<file path="config.mk">
export PLATFORM = sky130hd
export DESIGN_NAME = playback_ctrl_flat
export DESIGN_NICKNAME = d
export VERILOG_FILES = /design/src/rtl/playback_ctrl_pkg.sv /design/src/rtl/playback_ctrl_if.sv /design/src/rtl/playback_ctrl_btn_event.sv /design/src/rtl/playback_ctrl.sv /design/src/flat_wrapper.sv
export SDC_FILE = /design/constraint.sdc
export NUM_CORES = 1
export LEC_CHECK = 0
export CAP_MARGIN = 0
export CORE_MARGIN = 2
export CORE_UTILIZATION = 68
export DETAILED_ROUTE_END_ITERATION = 10
export GPL_ROUTABILITY_DRIVEN = 1
export PLACE_DENSITY = 0.91
export SLEW_MARGIN = 0
export SYNTH_ARGS = -nofsm -noshare
export SYNTH_HDL_FRONTEND = slang
export SYNTH_SLANG_ARGS = --single-unit
</file>
<file path="constraint.sdc">
create_clock -name clk -period 4.3 [get_ports clk]
set_input_delay 0.43 -clock clk [delete_from_list [all_inputs] [get_ports clk]]
set_output_delay 0.43 -clock clk [all_outputs]
set_load 0.05 [all_outputs]
</file>
<file path="src/rtl/playback_ctrl_pkg.sv">
// Shared constants for the playback front-panel: global mode encodings and
// the bit positions of the three panel buttons.
package playback_ctrl_pkg;

  localparam logic [2:0] MODE_IDLE   = 3'b000;
  localparam logic [2:0] MODE_CLOCK  = 3'b001;
  localparam logic [2:0] MODE_ALARM  = 3'b010;
  localparam logic [2:0] MODE_PLAY   = 3'b011;
  localparam logic [2:0] MODE_RECORD = 3'b100;

  localparam int unsigned BTN_PREV  = 0;
  localparam int unsigned BTN_PAUSE = 1;
  localparam int unsigned BTN_NEXT  = 2;
  localparam int unsigned NUM_BTN   = 3;

endpackage

</file>
<file path="src/rtl/playback_ctrl_if.sv">
// Panel/player signal bundle. The master side drives mode, buttons and player
// status; the slave side (playback_ctrl) returns pause, song index and strobe.
interface playback_ctrl_if #(
  parameter int unsigned SONG_W = 2
);

  logic [2:0]        mode;
  logic [2:0]        button;
  logic              song_end;
  logic              autoplay_en;
  logic              pause;
  logic [SONG_W-1:0] song_num;
  logic              song_change;

  modport master (
    output mode,
    output button,
    output song_end,
    output autoplay_en,
    input  pause,
    input  song_num,
    input  song_change
  );

  modport slave (
    input  mode,
    input  button,
    input  song_end,
    input  autoplay_en,
    output pause,
    output song_num,
    output song_change
  );

endinterface

</file>
<file path="src/rtl/playback_ctrl_btn_event.sv">
// One debounced button: saturating hold counter, single press pulse and an
// optional hold-to-scroll auto-repeat. The event output is registered.
module playback_ctrl_btn_event #(
  parameter int unsigned DEBOUNCE_CYC = 1000000,
  parameter int unsigned HOLD_CYC     = 25000000,
  parameter int unsigned REPEAT_CYC   = 5000000,
  parameter bit          REPEAT_EN    = 1'b1
) (
  input  logic clk,
  input  logic rst_n,
  input  logic clear,
  input  logic btn,
  output logic evt
);

  localparam int unsigned CW = $clog2(HOLD_CYC + 1);
  localparam int unsigned RW = $clog2(REPEAT_CYC + 1);

  localparam logic [CW-1:0] DEB_V    = CW'(DEBOUNCE_CYC);
  localparam logic [CW-1:0] HOLD_V   = CW'(HOLD_CYC);
  localparam logic [RW-1:0] REP_LAST = RW'(REPEAT_CYC - 1);

  logic [CW-1:0] cnt_q, cnt_d;
  logic [RW-1:0] rep_q, rep_d;
  logic          evt_q, evt_d;

  always_comb begin
    cnt_d = cnt_q;
    rep_d = rep_q;
    evt_d = 1'b0;
    if (clear || !btn) begin
      cnt_d = '0;
      rep_d = '0;
    end else begin
      if (cnt_q != HOLD_V) begin
        cnt_d = cnt_q + 1'b1;
      end
      // HOLD_CYC > DEBOUNCE_CYC, so cnt_d equals DEB_V only on the step that reaches it.
      if (cnt_d == DEB_V) begin
        evt_d = 1'b1;
      end
      if (REPEAT_EN) begin
        if (cnt_q != HOLD_V && cnt_d == HOLD_V) begin
          evt_d = 1'b1;
        end else if (cnt_q == HOLD_V) begin
          if (rep_q == REP_LAST) begin
            rep_d = '0;
            evt_d = 1'b1;
          end else begin
            rep_d = rep_q + 1'b1;
          end
        end
      end
    end
  end

  always_ff @(posedge clk or negedge rst_n) begin
    if (!rst_n) begin
      cnt_q <= '0;
      rep_q <= '0;
      evt_q <= 1'b0;
    end else begin
      cnt_q <= cnt_d;
      rep_q <= rep_d;
      evt_q <= evt_d;
    end
  end

  assign evt = evt_q;

endmodule

</file>
<file path="src/rtl/playback_ctrl.sv">
// Playback-mode front panel: debounced prev/pause/next, song index with wrap,
// pause state, end-of-song auto-advance and a one-cycle song-change strobe.
module playback_ctrl
  import playback_ctrl_pkg::*;
#(
  parameter int unsigned SONG_W       = 2,
  parameter int unsigned NUM_SONGS    = 4,
  parameter int unsigned DEBOUNCE_CYC = 1000000,
  parameter int unsigned HOLD_CYC     = 25000000,
  parameter int unsigned REPEAT_CYC   = 5000000,
  parameter logic [2:0]  PLAY_MODE    = MODE_PLAY
) (
  input logic            clk,
  input logic            rst_n,
  playback_ctrl_if.slave bus
);

  localparam logic [SONG_W-1:0] LAST_SONG = SONG_W'(NUM_SONGS - 1);

  logic active;
  logic prev_evt, pause_evt, next_evt;

  assign active = (bus.mode == PLAY_MODE);

  playback_ctrl_btn_event #(
    .DEBOUNCE_CYC (DEBOUNCE_CYC),
    .HOLD_CYC     (HOLD_CYC),
    .REPEAT_CYC   (REPEAT_CYC),
    .REPEAT_EN    (1'b1)
  ) u_btn_prev (
    .clk   (clk),
    .rst_n (rst_n),
    .clear (!active),
    .btn   (bus.button[BTN_PREV]),
    .evt   (prev_evt)
  );

  playback_ctrl_btn_event #(
    .DEBOUNCE_CYC (DEBOUNCE_CYC),
    .HOLD_CYC     (HOLD_CYC),
    .REPEAT_CYC   (REPEAT_CYC),
    .REPEAT_EN    (1'b0)
  ) u_btn_pause (
    .clk   (clk),
    .rst_n (rst_n),
    .clear (!active),
    .btn   (bus.button[BTN_PAUSE]),
    .evt   (pause_evt)
  );

  playback_ctrl_btn_event #(
    .DEBOUNCE_CYC (DEBOUNCE_CYC),
    .HOLD_CYC     (HOLD_CYC),
    .REPEAT_CYC   (REPEAT_CYC),
    .REPEAT_EN    (1'b1)
  ) u_btn_next (
    .clk   (clk),
    .rst_n (rst_n),
    .clear (!active),
    .btn   (bus.button[BTN_NEXT]),
    .evt   (next_evt)
  );

  logic [SONG_W-1:0] song_q, song_d;
  logic              pause_q, pause_d;
  logic              change_q, change_d;
  logic              any_btn, end_adv, end_pause, do_next, do_prev;

  always_comb begin
    // Any button event, even a cancelled prev+next pair, swallows song_end.
    any_btn   = prev_evt | pause_evt | next_evt;
    end_adv   = bus.song_end & ~any_btn & bus.autoplay_en;
    end_pause = bus.song_end & ~any_btn & ~bus.autoplay_en;
    do_next   = (next_evt & ~prev_evt) | end_adv;
    do_prev   = prev_evt & ~next_evt;

    song_d   = song_q;
    pause_d  = pause_q;
    change_d = 1'b0;

    if (!active) begin
      song_d  = '0;
      pause_d = 1'b0;
    end else begin
      if (do_next) begin
        song_d   = (song_q == LAST_SONG) ? '0 : song_q + 1'b1;
        change_d = 1'b1;
      end else if (do_prev) begin
        song_d   = (song_q == '0) ? LAST_SONG : song_q - 1'b1;
        change_d = 1'b1;
      end

      if (change_d) begin
        pause_d = 1'b0;
      end else if (pause_evt) begin
        pause_d = ~pause_q;
      end else if (end_pause) begin
        pause_d = 1'b1;
      end
    end
  end

  always_ff @(posedge clk or negedge rst_n) begin
    if (!rst_n) begin
      song_q   <= '0;
      pause_q  <= 1'b0;
      change_q <= 1'b0;
    end else begin
      song_q   <= song_d;
      pause_q  <= pause_d;
      change_q <= change_d;
    end
  end

  assign bus.song_num    = song_q;
  assign bus.pause       = pause_q;
  assign bus.song_change = change_q;

endmodule

</file>
<file path="src/flat_wrapper.sv">
// flat-port wrapper written by rule: the top's interface ports become plain ports
module playback_ctrl_flat import playback_ctrl_pkg::*;
#(
  parameter int unsigned SONG_W       = 2,
  parameter int unsigned NUM_SONGS    = 4,
  parameter int unsigned DEBOUNCE_CYC = 1000000,
  parameter int unsigned HOLD_CYC     = 25000000,
  parameter int unsigned REPEAT_CYC   = 5000000,
  parameter logic [2:0]  PLAY_MODE    = MODE_PLAY
)
  (clk, rst_n, bus_mode, bus_button, bus_song_end, bus_autoplay_en, bus_pause, bus_song_num, bus_song_change);
  playback_ctrl_if #(.SONG_W(SONG_W)) bus_i ();
  input logic clk;
  input logic rst_n;
  input wire logic [$bits(bus_i.mode)-1:0] bus_mode;
  input wire logic [$bits(bus_i.button)-1:0] bus_button;
  input wire logic [$bits(bus_i.song_end)-1:0] bus_song_end;
  input wire logic [$bits(bus_i.autoplay_en)-1:0] bus_autoplay_en;
  output wire logic [$bits(bus_i.pause)-1:0] bus_pause;
  output wire logic [$bits(bus_i.song_num)-1:0] bus_song_num;
  output wire logic [$bits(bus_i.song_change)-1:0] bus_song_change;
  assign bus_i.mode = bus_mode;
  assign bus_i.button = bus_button;
  assign bus_i.song_end = bus_song_end;
  assign bus_i.autoplay_en = bus_autoplay_en;
  assign bus_pause = bus_i.pause;
  assign bus_song_num = bus_i.song_num;
  assign bus_song_change = bus_i.song_change;
  playback_ctrl #(.SONG_W(SONG_W), .NUM_SONGS(NUM_SONGS), .DEBOUNCE_CYC(DEBOUNCE_CYC), .HOLD_CYC(HOLD_CYC), .REPEAT_CYC(REPEAT_CYC), .PLAY_MODE(PLAY_MODE)) u_core (.clk(clk), .rst_n(rst_n), .bus(bus_i));
endmodule
</file>
Yosys cells after proc, flatten, opt, wreduce, memory -nomap -nowiden
Cells that the tools add are included.

storage, ports and cells
  bits in read-only memories = 0
  memories = 0
  output and inout port bits = 4
  bits of input ports = 10
  bits in latches = 0
  register bits after elaboration = 128
  bits in writable memories = 0
  word-level logic and storage cells = 105

operators by class
  magnitude comparators = 0
  divide/modulo/power cells = 0
  add/subtract/negate cells = 7
  eq/ne operators = 18
  reduce and logical (&&, ||, !) cells = 14
  shift operators = 0
  bitwise operators = 13
  $mul = 0
  multiplexer cells = 42

operator list
  cell                                                                     number
  25-bit 2-to-1 mux                                                        9
  23-bit 2-to-1 mux                                                        8
  25-bit equality test, second input constant                              4
  25-bit by 1-bit adder with 25-bit output, second input constant          3
  25-bit by 20-bit equality test with 1-bit output, second input constant  3
  25-bit inequality test, second input constant                            3
  23-bit by 1-bit adder with 23-bit output, second input constant          2
  23-bit equality test, second input constant                              2
  1-bit 2-to-1 mux                                                         20
  2-bit 2-to-1 mux                                                         5
  1-bit bitwise AND                                                        5
  1-bit inverter                                                           5
  1-bit logical NOT                                                        4
  2-bit inequality test, second input constant                             2
  4-bit inequality test, second input constant                             1
  2-bit AND reduction                                                      2
  2-bit nonzero test                                                       2
  3-bit by 2-bit equality test with 1-bit output, second input constant    1
  1-bit logical OR                                                         3
  3-bit inequality test, second input constant                             1
  1-bit OR                                                                 3
  2-bit by 1-bit adder with 2-bit output, second input constant            1
  2-bit equality test, second input constant                               1
  1-bit logical AND                                                        2
  2 further kinds                                                          2

Logic depth before layout (Yosys ltp)
  word-level depth = 10
  depth in mapped cells = 10
  gate-level depth less buffers = 9

Cells and area by module
A second synthesis with hierarchy kept.

second synthesis, totals
  cell total of the unflattened synthesis = 854
  area, all modules = 7,842.5 µm²

modules (own cells, without submodules)
  module                                            cells each  area each (µm²)  instances
  playback_ctrl_btn_event at u_core.u_btn_next ...  320         2,912.8          2
  playback_ctrl_btn_event at u_core.u_btn_pause     182         1,695.4          1
  playback_ctrl                                     32          321.6            1

Worst setup path after synthesis
No wires, ideal clock.

  path kind = register -> register
  start = register u_core.u_btn_next.cnt_q[0]
  end = register u_core.u_btn_next.evt_q (netlist: u_core.u_btn_next.evt)
  required time = 4.204 ns
  setup time = 0.096 ns
  stages on the path, launching flop included = 11
  path slack = 1.698 ns
  buffers on the path = 1
  clock period less this slack = 2.602 ns
  arrival time = 2.506 ns
  path through = dfrtp_1 > inv_1 > ha_1 > and4b_1 > and3_1 > and2_1 > buf_2 > or4_1 > a211o_1 > or4_1 > o32ai_2

on the way
  longest elaborated chain between the ends = 9

RTL lines
  what                                                                                line                                                                                         text
  start: declaration                                                                  playback_ctrl_btn_event.sv:23                                                                logic [CW-1:0] cnt_q, cnt_d;
  start signal: assignment                                                            playback_ctrl_btn_event.sv:63                                                                cnt_q <= cnt_d;
  25-bit by 1-bit adder with 25-bit output or 25-bit inequality test (tied branches)  playback_ctrl_btn_event.sv:36, playback_ctrl_btn_event.sv:35, playback_ctrl_btn_event.sv:43
  25-bit 2-to-1 mux                                                                   playback_ctrl_btn_event.sv:35                                                                if (cnt_q != HOLD_V) begin
  25-bit 2-to-1 mux                                                                   playback_ctrl_btn_event.sv:31                                                                if (clear || !btn) begin
  25-bit by 20-bit equality test with 1-bit output                                    playback_ctrl_btn_event.sv:39                                                                if (cnt_d == DEB_V) begin
  1-bit 2-to-1 mux                                                                    playback_ctrl_btn_event.sv:39
  1-bit 2-to-1 mux                                                                    playback_ctrl_btn_event.sv:46                                                                if (rep_q == REP_LAST) begin
  1-bit 2-to-1 mux                                                                    playback_ctrl_btn_event.sv:45                                                                end else if (cnt_q == HOLD_V) begin
  1-bit 2-to-1 mux *                                                                  playback_ctrl_btn_event.sv:43                                                                if (cnt_q != HOLD_V && cnt_d == HOLD_V) begin
  1-bit 2-to-1 mux *                                                                  playback_ctrl_btn_event.sv:31
  via u_core.u_btn_next.evt_d                                                         playback_ctrl_btn_event.sv:25                                                                logic evt_q, evt_d;
  end signal: assignment                                                              playback_ctrl_btn_event.sv:65                                                                evt_q <= evt_d;
  end: declaration                                                                    playback_ctrl_btn_event.sv:25

The timed path passes the listed nets; every way through them passes the cells marked *. The select of a mux whose other input is x is not followed.
A chain may end at the register's enable or synchronous reset.

Worst setup path in the final report
  start = register u_core.u_btn_next.cnt_q[7]
  end = register u_core.u_btn_next.rep_q[9]

on the way
  longest elaborated chain between the ends = 7

RTL lines
  what                                                                                line                                                                                         text
  25-bit by 1-bit adder with 25-bit output or 25-bit inequality test (tied branches)  playback_ctrl_btn_event.sv:36, playback_ctrl_btn_event.sv:35, playback_ctrl_btn_event.sv:43
  25-bit 2-to-1 mux                                                                   playback_ctrl_btn_event.sv:35
  25-bit 2-to-1 mux                                                                   playback_ctrl_btn_event.sv:31
  25-bit equality test                                                                playback_ctrl_btn_event.sv:43
  1-bit logical AND                                                                   playback_ctrl_btn_event.sv:43
  2-bit inequality test (no source line)                                              n/a
  2-bit AND reduction (no source line) *                                              n/a
  end signal: assignment                                                              playback_ctrl_btn_event.sv:64                                                                rep_q <= rep_d;
  end: declaration                                                                    playback_ctrl_btn_event.sv:24                                                                logic [RW-1:0] rep_q, rep_d;

Mark *: on every way between the ends. The rest lies on a longest branch, timed or not. The select of a mux whose other input is x is not followed.

==> out/metrics.yaml <==
num_rows: 38
routed_wl_um: 17200
clk_path_buf_depth: 2
yosysUniqueCellTypes: 59
maxSlewViolCount: 0
grt_first_pass_wirelength_um: 28800
yosys.area.top_type_share_pct: 43.4
num_io_pins: 14
netlist_instances: 837
numCtsBuffers: 17
antenna_found_initial: 0
hold_viol: 0
fin_cells: 999
yosysMostFrequentCell: "nor2_1"
rsz0062_at_grt: "no"
tightest_slew_ps: 1210
critical_path_required_ps: 4740
cts_resized: 0
drc: 0
synth_area_leaders: "dfrtp_1 43%, nor2_1 7.0%, xnor2_1 5.8%, xor2_1 5.5%, nand2_1 3.5%"
synth_edf_count: 0
fill_cells: 717
ff_latch_area_um2: 3200
fin_crit_sh_pct: 67.0
area_delta_synth_final_pct: 11.0
synth.avg_cell_area_um2: 8.81
cts_tree: "yes"
worstSetupPathType: "flip-flop to flip-flop"
status: "finished, final reports clean"
core_area_um2: 10700
synth.yosys.warnings: 0
skew_ps: 8.14
cp.arrival_ps: 3320
powerDensity_nw_per_um2: 327
fin_nets: 866
hold_path_class: "flip-flop to flip-flop"
post-route-min-period_ps: 2880
p_leak_nw: 3.12
detail_route.wl_per_cell_um: 17.3
peakVddDrop_uv: 406
hold_slack_ps: 523
final_util_pct: 76.5
ctsHoldBuffers: 1
synth_nets: 857
critPathCaptureType: "flip-flop"
async_reset_ff_share_pct: 100
max_cap_violations: 0
cts_setup_buffers: 0
cts_root_buf: "clkbuf_8"
antenna_left: 0
drive_gt1_share_pct: 5.94
power_w: 0.00268
place_congestion: 0.908
drtIter0Drc: 564
dieArea_um2: 11700
via_count: 6466
setup-tns-final_ps: 0
vias_per_cell: 6.47
initial_utilization_pct: 68.9
overflow: 0
die_height_um: 108
portBuffers: 13
synth_ff_type: "dfrtp_1"
ys_ff_latch: 128
htree_levels: 4
grt_max_degree: 65
cts_sinks: 128
worst-path-max-fanout: 16
die_w_um: 108
yosysTopAreaCell: "dfrtp_1"
insertion_delay_ps: 540
setup_viol: 0
first_global_vias: 6371
cp-start-kind: "flip-flop"
slew_headroom_pct: 18.5
max_freq_ghz: 0.347
dpl.hpwl_um: 11500
ys_seq_area_share_pct: 43.4
drtPass1Iterations: 5
dp.cells: 966
track_usage_pct: 31.3
clkTransAtPathRegs_ps: 60
num_antenna_cells: 0
multi_input_area_um2: 3960
ys_top_cells_by_count: "138 x nor2_1, 128 x dfrtp_1, 68 x nand2_1"
syn_area_um2: 7370
==> flip-flops by register name, indices dropped and copies added, names as in the netlist <==
signal                    cells
u_core.u_btn_next.cnt_q      25
u_core.u_btn_prev.rep_q      23
u_core.u_btn_next.evt         1
u_core.u_btn_pause.evt        1
u_core.u_btn_next.rep_q      23
u_core.bus.pause              1
u_core.bus.song_change        1
u_core.u_btn_pause.cnt_q     25
u_core.u_btn_prev.cnt_q      25
u_core.u_btn_prev.evt         1
u_core.bus.song_num           2
==> power breakdown <==
group	internal, W	switching [W]
Clock	0.000853	0.000550
Combinational	0.0000168	0.0000468
Sequential	0.00121	0.00000202
==> placed cells by master (no fill, tap or decap), drive strengths merged, types with 5 or more instances in the layout <==
cell type	netlist	layout
nor2	138	138
dfrtp	128	128
nand2	68	68
nand3	50	50
xnor2	49	49
xor2	46	46
o21ai	44	44
nand4	34	34
inv	25	25
nor3	25	25
a21oi	23	23
and3	21	21
clkbuf	21	19
or3	15	15
and2	14	14
o31ai	13	13
nor4	13	13
and4	12	12
clkdlybuf4s50	0	12
or4	11	11
ha	10	10
nor4b	8	8
nor3b	7	7
nor2b	6	6
buf	8	6
clkinv	0	6
a31oi	5	5
clkinvlp	0	5
==> worst max-delay path: stages (launching register included) <==
cell	delay, ps
dfrtp_1	470
nor4_1	630
and3_1	310
a21oi_2	200
or4b_1	650
or3_1	380
a21oi_1	150
==> routing by layer <==
metal	wire (um)	GRT usage, %	vias to the layer above
li1	-	-	2979
met1	6900	37.3	3125
met2	8720	53.1	294
met3	993	7.41	68
met4	631	15.6	0
met5	0	0	-
==> worst paths after layout <==
path / slack [ps] / endpoint / startpoint / cells past startpoint
max reg2reg: 1420 / u_core.u_btn_next.rep_q[9] / u_core.u_btn_next.cnt_q[7] / 6
min in group asynchronous: 540 / u_core.u_btn_next.rep_q[1] / rst_n / 2
min reg2reg: 520 / u_core.u_btn_prev.rep_q[18] / u_core.u_btn_prev.rep_q[18] / 1
min: 520 / u_core.u_btn_prev.rep_q[18] / u_core.u_btn_prev.rep_q[18] / 1
max: 1420 / u_core.u_btn_next.rep_q[9] / u_core.u_btn_next.cnt_q[7] / 6
max in group asynchronous: 2800 / u_core.u_btn_prev.cnt_q[7] / rst_n / 3
==> kinds of logic after synthesis <==
family	after synthesis	synth area share, %
AOI/OAI and AO/OA	108	8.99
xor gates and xnor gates	95	11.3
adders and majority gates	10	1.70
buffers and inverters	54	2.90
DFF	128	43.4
muxes	1	0.136
and+or+nand+nor	441	31.5
==> final cells by class <==
class / count / area share [%]
flip-flops and latches: 128 / 39.1
clock buffers: 19 / 5.40
inverters: 25 / 1.15
clock inverters: 13 / 1.70
multi-input cells: 655 / 48.3
well taps: 140 / 2.14
repair buffers: 19 / 2.14
==> through the flow <==
stage,instance area (um2),worst slack [ps]
finish,8180,1420
global route,8180,1180
CTS,8180,1450
detailed placement,7590,1260
global placement,7590,1400
floorplan,7370,1700
Note: power is estimated with default switching activity, not from simulation.
